$ cat src/rtl/bcd_ascii_streamer_pkg.sv
// bcd_ascii_streamer_pkg: ASCII codes and FSM states shared by the BCD-to-ASCII streamer.
package bcd_ascii_streamer_pkg;
    localparam logic [6:0] ASCII_SPACE = 7'h20;
    localparam logic [6:0] ASCII_ZERO  = 7'h30;
    localparam logic [6:0] ASCII_DOT   = 7'h2E;
    localparam logic [6:0] ASCII_QMARK = 7'h3F;
    typedef enum logic {IDLE, EMIT} state_t;
endpackage

$ cat src/rtl/bcd_ascii_streamer_digit.sv
// bcd_ascii_streamer_digit: combinational BCD nibble to ASCII digit, flagging nibbles above 9.
module bcd_ascii_streamer_digit
    import bcd_ascii_streamer_pkg::*;
#(
    parameter logic [6:0] INVALID_CHAR = ASCII_QMARK
) (
    input  logic [3:0] nibble,
    output logic [6:0] code,
    output logic       err
);
    always_comb begin
        err  = nibble > 4'd9;
        code = err ? INVALID_CHAR : ASCII_ZERO + {3'b000, nibble};
    end
endmodule

$ cat src/rtl/bcd_ascii_streamer.sv
// bcd_ascii_streamer: streams a packed BCD word MSB-first as ASCII characters over valid/ready,
// with optional decimal point, leading-zero blanking and invalid-nibble flagging.
module bcd_ascii_streamer
    import bcd_ascii_streamer_pkg::*;
#(
    parameter int         DIGITS       = 4,
    parameter int         DP_POS       = 2,
    parameter int         BLANK_LZ     = 1,
    parameter logic [6:0] BLANK_CHAR   = ASCII_SPACE,
    parameter logic [6:0] INVALID_CHAR = ASCII_QMARK,
    localparam int        NCHAR        = DIGITS + (DP_POS > 0 ? 1 : 0),
    localparam int        IDXW         = NCHAR > 1 ? $clog2(NCHAR) : 1
) (
    input  logic                  clk,
    input  logic                  rst,
    input  logic [4*DIGITS-1:0]   bcd_word,
    input  logic                  bcd_valid,
    output logic                  bcd_ready,
    output logic [6:0]            ascii_char,
    output logic                  char_valid,
    input  logic                  char_ready,
    output logic                  char_last,
    output logic [IDXW-1:0]       char_idx,
    output logic                  char_err
);
    localparam int INTD = DIGITS - DP_POS;

    state_t              state, state_n;
    logic [4*DIGITS-1:0] word_q, src_word;
    logic [DIGITS-1:0]   blank_q, new_mask, src_mask;
    logic [IDXW-1:0]     pos;
    logic [3:0]          nib;
    logic [6:0]          code, next_char;
    logic                code_err, is_dot, blank, next_last, next_err, load, advance, done, lz;
    int                  dig;

    // A digit is blanked while it and every more-significant digit are zero, sparing the integer LSD.
    always_comb begin
        lz       = 1'b1;
        new_mask = '0;
        for (int d = 0; d < DIGITS; d++) begin
            lz          = lz & (bcd_word[4*(DIGITS-1-d) +: 4] == 4'd0);
            new_mask[d] = (BLANK_LZ != 0) && (d < INTD - 1) && lz;
        end
    end

    // In IDLE the first character is built straight from the incoming word so it lands one cycle after capture.
    always_comb begin
        src_word = state == IDLE ? bcd_word : word_q;
        src_mask = state == IDLE ? new_mask : blank_q;
        pos      = state == IDLE ? '0 : char_idx + 1'b1;
        is_dot   = DP_POS > 0 && int'(pos) == INTD;
        dig      = (DP_POS > 0 && int'(pos) > INTD) ? int'(pos) - 1 : int'(pos);
        nib      = '0;
        blank    = 1'b0;
        for (int d = 0; d < DIGITS; d++) begin
            if (d == dig) begin
                nib   = src_word[4*(DIGITS-1-d) +: 4];
                blank = src_mask[d];
            end
        end
    end

    bcd_ascii_streamer_digit #(.INVALID_CHAR(INVALID_CHAR)) u_digit (
        .nibble(nib),
        .code  (code),
        .err   (code_err)
    );

    always_comb begin
        next_char = is_dot ? ASCII_DOT : blank ? BLANK_CHAR : code;
        next_err  = ~is_dot & ~blank & code_err;
        next_last = int'(pos) == NCHAR - 1;
        load      = state == IDLE && bcd_valid;
        advance   = state == EMIT && char_ready;
        done      = advance && char_last;
    end

    always_comb begin
        state_n = state;
        if (load) state_n = EMIT;
        else if (done) state_n = IDLE;
    end

    always_ff @(posedge clk) begin
        state <= rst ? IDLE : state_n;
    end

    always_ff @(posedge clk) begin
        if (rst) begin
            word_q     <= '0;
            blank_q    <= '0;
            char_idx   <= '0;
            ascii_char <= '0;
            char_last  <= 1'b0;
            char_err   <= 1'b0;
        end else if (load || advance) begin
            word_q     <= src_word;
            blank_q    <= src_mask;
            char_idx   <= done ? '0 : pos;
            ascii_char <= done ? '0 : next_char;
            char_last  <= done ? 1'b0 : next_last;
            char_err   <= done ? 1'b0 : next_err;
        end
    end

    assign char_valid = state == EMIT;
    assign bcd_ready  = state == IDLE && !rst;
endmodule
$ cat config.mk
export PLATFORM = sky130hd
export DESIGN_NAME = bcd_ascii_streamer
export DESIGN_NICKNAME = d
export VERILOG_FILES = /design/src/rtl/bcd_ascii_streamer_pkg.sv /design/src/rtl/bcd_ascii_streamer_digit.sv /design/src/rtl/bcd_ascii_streamer.sv
export SDC_FILE = /design/constraint.sdc
export NUM_CORES = 1
export LEC_CHECK = 0
export ABC_CLOCK_PERIOD_IN_PS = 4700
export BUFFER_PORTS_ARGS = -buffer_cell sky130_fd_sc_hd__buf_2
export CAP_MARGIN = 40
export CORE_ASPECT_RATIO = 0.6
export CORE_MARGIN = 4
export CORE_UTILIZATION = 58
export DETAILED_ROUTE_END_ITERATION = 12
export GPL_TIMING_DRIVEN = 1
export PLACE_DENSITY = 0.88
export SYNTH_ARGS = -nofsm -noshare
export SYNTH_HDL_FRONTEND = slang
export SYNTH_SLANG_ARGS = --single-unit
$ cat constraint.sdc
create_clock -name clk -period 4.7 [get_ports clk]
set_input_delay 0.94 -clock clk [delete_from_list [all_inputs] [get_ports clk]]
set_output_delay 0.94 -clock clk [all_outputs]
set_load 0.1 [all_outputs]
# After elaboration in Yosys (flattened, before gate mapping)
# Index checks and enable logic that the tools add are counted.
# W data, S select, Z words.
[op_classes]
n_eq_ne = 5
reduce_logical = 9
muxes = 21
n_addsub = 3
n_lt_le_gt_ge = 2
bitwise = 5
[ops]
columns = ["cell", "count"]
rows = [
  ["$eq A3 B32 Y1 const A", 2],
  ["$eq A2 B32 Y1 const A", 1],
  ["$logic_not A32 Y1", 1],
  ["$mux W32", 1],
  ["$mux W7", 4],
  ["$mux W4", 5],
  ["$mux W16", 1],
  ["$mux W1", 8],
  ["$add A6 B4 Y7 const A", 1],
  ["$eq A3 B3 Y1 const B", 2],
  ["$mux W3", 2],
  ["$gt A4 B4 Y1 const B", 1],
  ["$logic_and A1 B1 Y1", 4],
  ["$logic_not A4 Y1", 1],
  ["$sub A3 B1 Y4 const B", 1],
  ["$add A3 B1 Y3 const B", 1],
  ["$gt A3 B2 Y1 const B", 1],
  ["$not A1 Y1", 3],
  ["$and A1 B1 Y1", 2],
  ["$reduce_bool A2 Y1", 1],
  ["$logic_not A1 Y1", 1],
  ["$logic_or A1 B1 Y1", 1],
]
[word_totals]
elab_cells = 52
inputBits = 20
register_bits = 33
out_inout_bits = 14

# Depth between registers and ports, before layout
[logic_depth]
depth_word = 14
mapped_depth = 12
depth_no_buf = 11

# By module
# From an unflattened synthesis, not the netlist that was laid out.
[unflattened]
hier_cells = 229
area_unflattened_um2 = 1796.7
[by_module_without_submodules]
columns = ["module", "area_per_inst_um2", "seq_area_each_um2", "cells_per_inst", "n_inst"]
rows = [
  ["bcd_ascii_streamer", 1731.7, 660.6, 219, 1],
  ["bcd_ascii_streamer_digit", 65.1, 0.0, 10, 1],
]

# Worst setup path after synthesis
# No wires, ideal clock.
[synth_timing]
kind = "input to output"
startpoint = "in rst"
endpoint = "out bcd_ready"
n_path_buf = 2
t_arrival_ns = 2.531
path_stages = 3
path_slack_ns = 1.229
required_time_ns = 3.760
path_cell_list = "clkbuf_1 -> clkbuf_1 -> nor2_1"
[synth_between]
elab_chain_len = 2
[synth_rtl]
columns = ["element", "line_no", "rtl"]
rows = [
  ["start, declared", "bcd_ascii_streamer.sv:15", "input logic rst,"],
  ["$logic_not A1 Y1", "bcd_ascii_streamer.sv:108", "assign bcd_ready = state == IDLE && !rst;"],
  ["$logic_and A1 B1 Y1", "bcd_ascii_streamer.sv:108", ""],
  ["end, declared", "bcd_ascii_streamer.sv:18", "output logic bcd_ready,"],
]
# Every way passes these cells.

# Final worst setup path
[layout_timing]
startpoint = "reg char_idx[0]"
endpoint = "reg ascii_char[0]"
[layout_between]
elab_chain_len = 14
word_cells_on_any_way = 24
classes_between = "3 x add/sub; 2 x order compare; 4 x eq/ne; 14 x mux; 1 x reduce/logical"
[layout_rtl]
columns = ["element", "line_no", "rtl"]
rows = [
  ["start, declared", "bcd_ascii_streamer.sv:23", "output logic [IDXW-1:0] char_idx,"],
  ["start signal, assigned", "bcd_ascii_streamer.sv:100", "char_idx <= done ? '0 : pos;"],
  ["$add A3 B1 Y3 (*)", "bcd_ascii_streamer.sv:51", "pos = state == IDLE ? '0 : char_idx + 1'b1;"],
  ["$mux W3 (*)", "bcd_ascii_streamer.sv:51", ""],
  ["$sub A3 B1 Y4 / $gt A3 B2 Y1 (equally long branches)", "bcd_ascii_streamer.sv:53", "dig = (DP_POS > 0 && int'(pos) > INTD) ? int'(pos) - 1 : int'(pos);"],
  ["$mux W32", "bcd_ascii_streamer.sv:53", ""],
  ["$logic_not A32 Y1", "bcd_ascii_streamer.sv:57", "if (d == dig) begin"],
  ["$mux W4 (4 in a row)", "bcd_ascii_streamer.sv:57", ""],
  ["$add A6 B4 Y7 / $gt A4 B4 Y1 (equally long branches)", "bcd_ascii_streamer_digit.sv:13, bcd_ascii_streamer_digit.sv:12", ""],
  ["$mux W7", "bcd_ascii_streamer_digit.sv:13", "code = err ? INVALID_CHAR : ASCII_ZERO + {3'b000, nibble};"],
  ["$mux W7", "bcd_ascii_streamer.sv:71", "next_char = is_dot ? ASCII_DOT : blank ? BLANK_CHAR : code;"],
  ["$mux W7 (*)", "bcd_ascii_streamer.sv:71", ""],
  ["$mux W7 (*)", "bcd_ascii_streamer.sv:101", "ascii_char <= done ? '0 : next_char;"],
  ["end signal, assigned", "bcd_ascii_streamer.sv:101", ""],
  ["end, declared", "bcd_ascii_streamer.sv:19", "output logic [6:0] ascii_char,"],
]
# Mark *: on every way between the ends. The rest lies on a longest branch, timed or not.
# A chain may end at the register's enable or synchronous reset.

==> summary by stage <==
Timing
For the finished layout, the period the worst path requires is 3.20 ns. The slew at the pin with the worst max-slew slack is 0.913 ns. The share of the clock period used by the worst path after layout is 68.2%. Setup repair after global routing left no endpoint under its margin.

The number of failing hold endpoints at the final stage came to 0. The worst-case setup margin in the final layout is 1.50 ns. Hold timing on the final database bottoms out at a slack of 0.453 ns. Timing would allow up to 0.312 GHz. The number of slew-limit violations in the final report is 0. The normalized max-slew margin is 39.1%. The clock arrives with 0.00328 ns of skew. The final-report setup violation count is 0. The final total negative setup slack is 0 ns.

Critical path
The endpoint class of the critical path is a flop. The element type at the critical path start is a flop. For the worst setup path, the data arrival time is 3.41 ns.

STA puts the critical path data required time at 4.90 ns. For the worst flop-to-flop path, the logic depth is 11. The critical path is of the flop to flop type. Along the worst path, the maximum fanout reaches 12.

Min path
The cell depth of the worst hold path is 2. The kind of path behind the tightest hold check is flop to flop.

CTS
The clock tree from TritonCTS is built. After clock tree synthesis, the clock-pin slew on the worst setup and hold paths is 0.07 ns. Clock tree synthesis inserted a total of 5 buffers. The cell sitting at the root of the clock tree is a sky130_fd_sc_hd__clkbuf_8. For the worst-skew pair, the clock arrives at the later sink with an insertion delay of 0.29 ns. The post-CTS resize count is 0.

The H-tree was split into 2 levels. The clock passes through at most 2 buffers. The number of setup buffers added after CTS is 0. Hold repair after CTS inserted 0 buffers. The tree built by TritonCTS fans out to 32 sinks.

Die
The total core area is 2630 µm². The number of I/O pins is 34. From bottom edge to top edge, the die measures 49.8 µm. The die covers 3860 µm². From left edge to right edge, the die measures 77.6 µm. The initialized floorplan defines 14 standard-cell rows. Once the floorplan was initialized, standard cells occupied 64.1% of the core.

Global route
Global routing used 23.4% of the available tracks. The first-pass GRT wire length is 7090 µm. The via count of the first global-routing pass came to 1,472. After global routing the overflow that remains totals 0. The initial antenna violation count is 0. The pin count of the biggest net entering global routing is 34.

Synthesis
In this run the biggest area consumer among cell types represents 38.0% of the synthesized area. The Yosys warning count is 0. Of the synthesized area, sequential elements account for 38.0%.

Yosys mapped the design onto 48 distinct sky130hd cell types. The count of mapped cells out of synthesis is 217. The flip-flop and latch count after synthesis is 32. The cell area that synthesis handed to floorplanning was 1690 µm². By area the synthesized netlist is led by sky130_fd_sc_hd__dfxtp_1 (38%), sky130_fd_sc_hd__nand2_1 (9.8%), sky130_fd_sc_hd__a21oi_1 (7.7%).

The library cell occupying the most area in the post-synthesis netlist is sky130_fd_sc_hd__dfxtp_1. The per-instance average area after synthesis is 7.77 µm². The net count of the mapped netlist is 241.

Pwr
The leakage power summed over all cells is 0.822 nW. Dividing total power by cell area gives a power density of 382 nW/µm². The worst supply voltage drop on vdd is 0.264 mV.

Route
The number of DRC markers in iteration 0 is 210. The iteration count of the initial detailed-routing pass is 4. In the routed layout, each cell is associated on average with a via count of 5.90. Summed over all layers, the routed wires come to 4240 µm. After detailed routing, the average wire length per cell comes to 15.3 µm.

The detail route stage leaves a number of antenna-violating nets equal to 0. The total number of vias is 1,641. The number of remaining DRC errors is 0.

Placed design
The routability-driven placement congestion ratio is 0.972. Detailed placement ended at an HPWL of 3030 µm. The count of buffers inserted at the top-level ports is 32. The placed instances occupy a cell area of 1840 µm². At the placement stage, the worst setup path has a slack of 1.66 ns.

Status
The flow ran to the end, and the final reports show no timing, DRC or antenna violations.

Final layout
The number of fill cells is 198. In the final layout, the multi-input gates occupy 985 µm². The net count reported at finish is 269. Summing all flip-flop and latch instances after layout gives 641 µm². The end-of-flow core utilization is 75.0%. The summed area of non-filler cells in the final layout is 1970 µm².

0 antenna diodes ended up in the layout. The post-route netlist has 21.1% of its cells at a drive strength greater than 1. Relative to the synthesized area, the layout overhead comes to 16.9%.

Flow run
The number of maximum-capacitance violations is 0.
cell type report:
type,instances,area share (%)
Multi-Input combinational cell,170,50.0
Sequential cell,32,32.5
Timing Repair Buffer,33,8.51
Tap cell,32,2.03
Clock buffer,7,4.89
Clock inverter,1,1.52
Inverter,3,0.571
layer usage:
| metal | up-vias | track usage, % | wire length, µm |
|---|---|---|---|
| met5 | - | 0 | 0 |
| met4 | 0 | 9.47 | 63 |
| met3 | 9 | 6.18 | 395 |
| met2 | 72 | 31.7 | 1650 |
| met1 | 732 | 34.4 | 2130 |
| li1 | 828 | - | - |
kinds of logic after synthesis:
kind of cell | Yosys count | share of synthesized area, %
other cells | 1 | 0.223
buf+inv | 15 | 3.56
mux | 1 | 0.594
flops | 32 | 38.0
fa+ha+maj | 4 | 2.97
simple gates | 86 | 22.4
xor+xnor | 2 | 1.04
compound gates | 76 | 31.2
final timing paths:
check | startpoint | endpoint | slack [ns]
min reg2reg | ascii_char[5]$_SDFFE_PP0P_ | ascii_char[5]$_SDFFE_PP0P_ | 0.45
max | char_idx[0]$_SDFFE_PP0P_ | ascii_char[0]$_SDFFE_PP0P_ | 1.50
min | ascii_char[5]$_SDFFE_PP0P_ | ascii_char[5]$_SDFFE_PP0P_ | 0.45
max reg2reg | char_idx[0]$_SDFFE_PP0P_ | ascii_char[0]$_SDFFE_PP0P_ | 1.50
Yosys cell counts, drive strengths merged:
cell type	count
a221oi	2
a21oi	31
and2	3
o2111ai	1
nand2	44
nand3b	1
clkbuf	10
o22ai	2
nand2b	2
a31oi	3
nor3b	1
o31ai	1
a2111o	1
ha	4
inv	3
xnor2	1
o21ai	8
o21a	4
conb	1
mux2i	1
a221o	2
a22o	1
a41oi	1
a21o	3
buf	2
a311oi	1
nor2b	4
or2	2
nor3	3
nor2	22
o211ai	3
xor2	1
a211o	2
and3	1
or3	1
a32o	1
dfxtp	32
a22oi	6
a21boi	1
nand3	2
a211oi	2
state kept, by name (all words and copies together), names as in the netlist:
signal and count:
char_idx 3, word_q 16, char_last 1, char_err 1, char_valid 1, ascii_char 6, blank_q 4
metrics by stage:
step                total power (W)  cells
finish                     0.000754    278
global route               0.000786    278
CTS                        0.000757    278
detailed placement         0.000466    270
global placement           0.000465    270
floorplan                  0.000433    217
where the power goes:
part / switching [W] / total [W] / leakage, nW / internal, W
sequential: 0.0000126 / 0.000299 / 0.262 / 0.000286
clock: 0.000104 / 0.000291 / 0.0645 / 0.000187
combinational: 0.000120 / 0.000164 / 0.496 / 0.0000439
placed cells by master (no fill, tap or decap), types with 2 or more instances in the layout:
| cell | n |
|---|---|
| sky130_fd_sc_hd__nand2_1 | 44 |
| sky130_fd_sc_hd__dfxtp_1 | 32 |
| sky130_fd_sc_hd__buf_2 | 32 |
| sky130_fd_sc_hd__a21oi_1 | 26 |
| sky130_fd_sc_hd__nor2_1 | 22 |
| sky130_fd_sc_hd__clkbuf_8 | 7 |
| sky130_fd_sc_hd__a22oi_1 | 6 |
| sky130_fd_sc_hd__o21ai_0 | 5 |
| sky130_fd_sc_hd__nor2b_1 | 4 |
| sky130_fd_sc_hd__a21oi_2 | 4 |
| sky130_fd_sc_hd__o21a_1 | 4 |
| sky130_fd_sc_hd__ha_1 | 4 |
| sky130_fd_sc_hd__inv_1 | 3 |
| sky130_fd_sc_hd__a21o_1 | 3 |
| sky130_fd_sc_hd__o21ai_1 | 3 |
| sky130_fd_sc_hd__a31oi_1 | 3 |
| sky130_fd_sc_hd__o211ai_1 | 3 |
| sky130_fd_sc_hd__and2_1 | 3 |
| sky130_fd_sc_hd__nand2b_1 | 2 |
| sky130_fd_sc_hd__a211oi_1 | 2 |
| sky130_fd_sc_hd__a211o_1 | 2 |
| sky130_fd_sc_hd__nand3_1 | 2 |
| sky130_fd_sc_hd__a221o_1 | 2 |
| sky130_fd_sc_hd__nor3_1 | 2 |
| sky130_fd_sc_hd__o22ai_1 | 2 |
critical path, stage by stage, from the launching register on:
cell and delay, ns:
sky130_fd_sc_hd__dfxtp_1 0.42, sky130_fd_sc_hd__ha_1 0.31, sky130_fd_sc_hd__xnor2_1 0.54, sky130_fd_sc_hd__nor2_1 0.15, sky130_fd_sc_hd__ha_1 0.36, sky130_fd_sc_hd__nor2_1 0.12
sky130_fd_sc_hd__a21oi_1 0.06, sky130_fd_sc_hd__or2_1 0.30, sky130_fd_sc_hd__a21oi_1 0.32, sky130_fd_sc_hd__a21oi_2 0.09, sky130_fd_sc_hd__a21o_1 0.18, sky130_fd_sc_hd__a221oi_2 0.26
No activity file was read; power rests on OpenSTA's default activity.
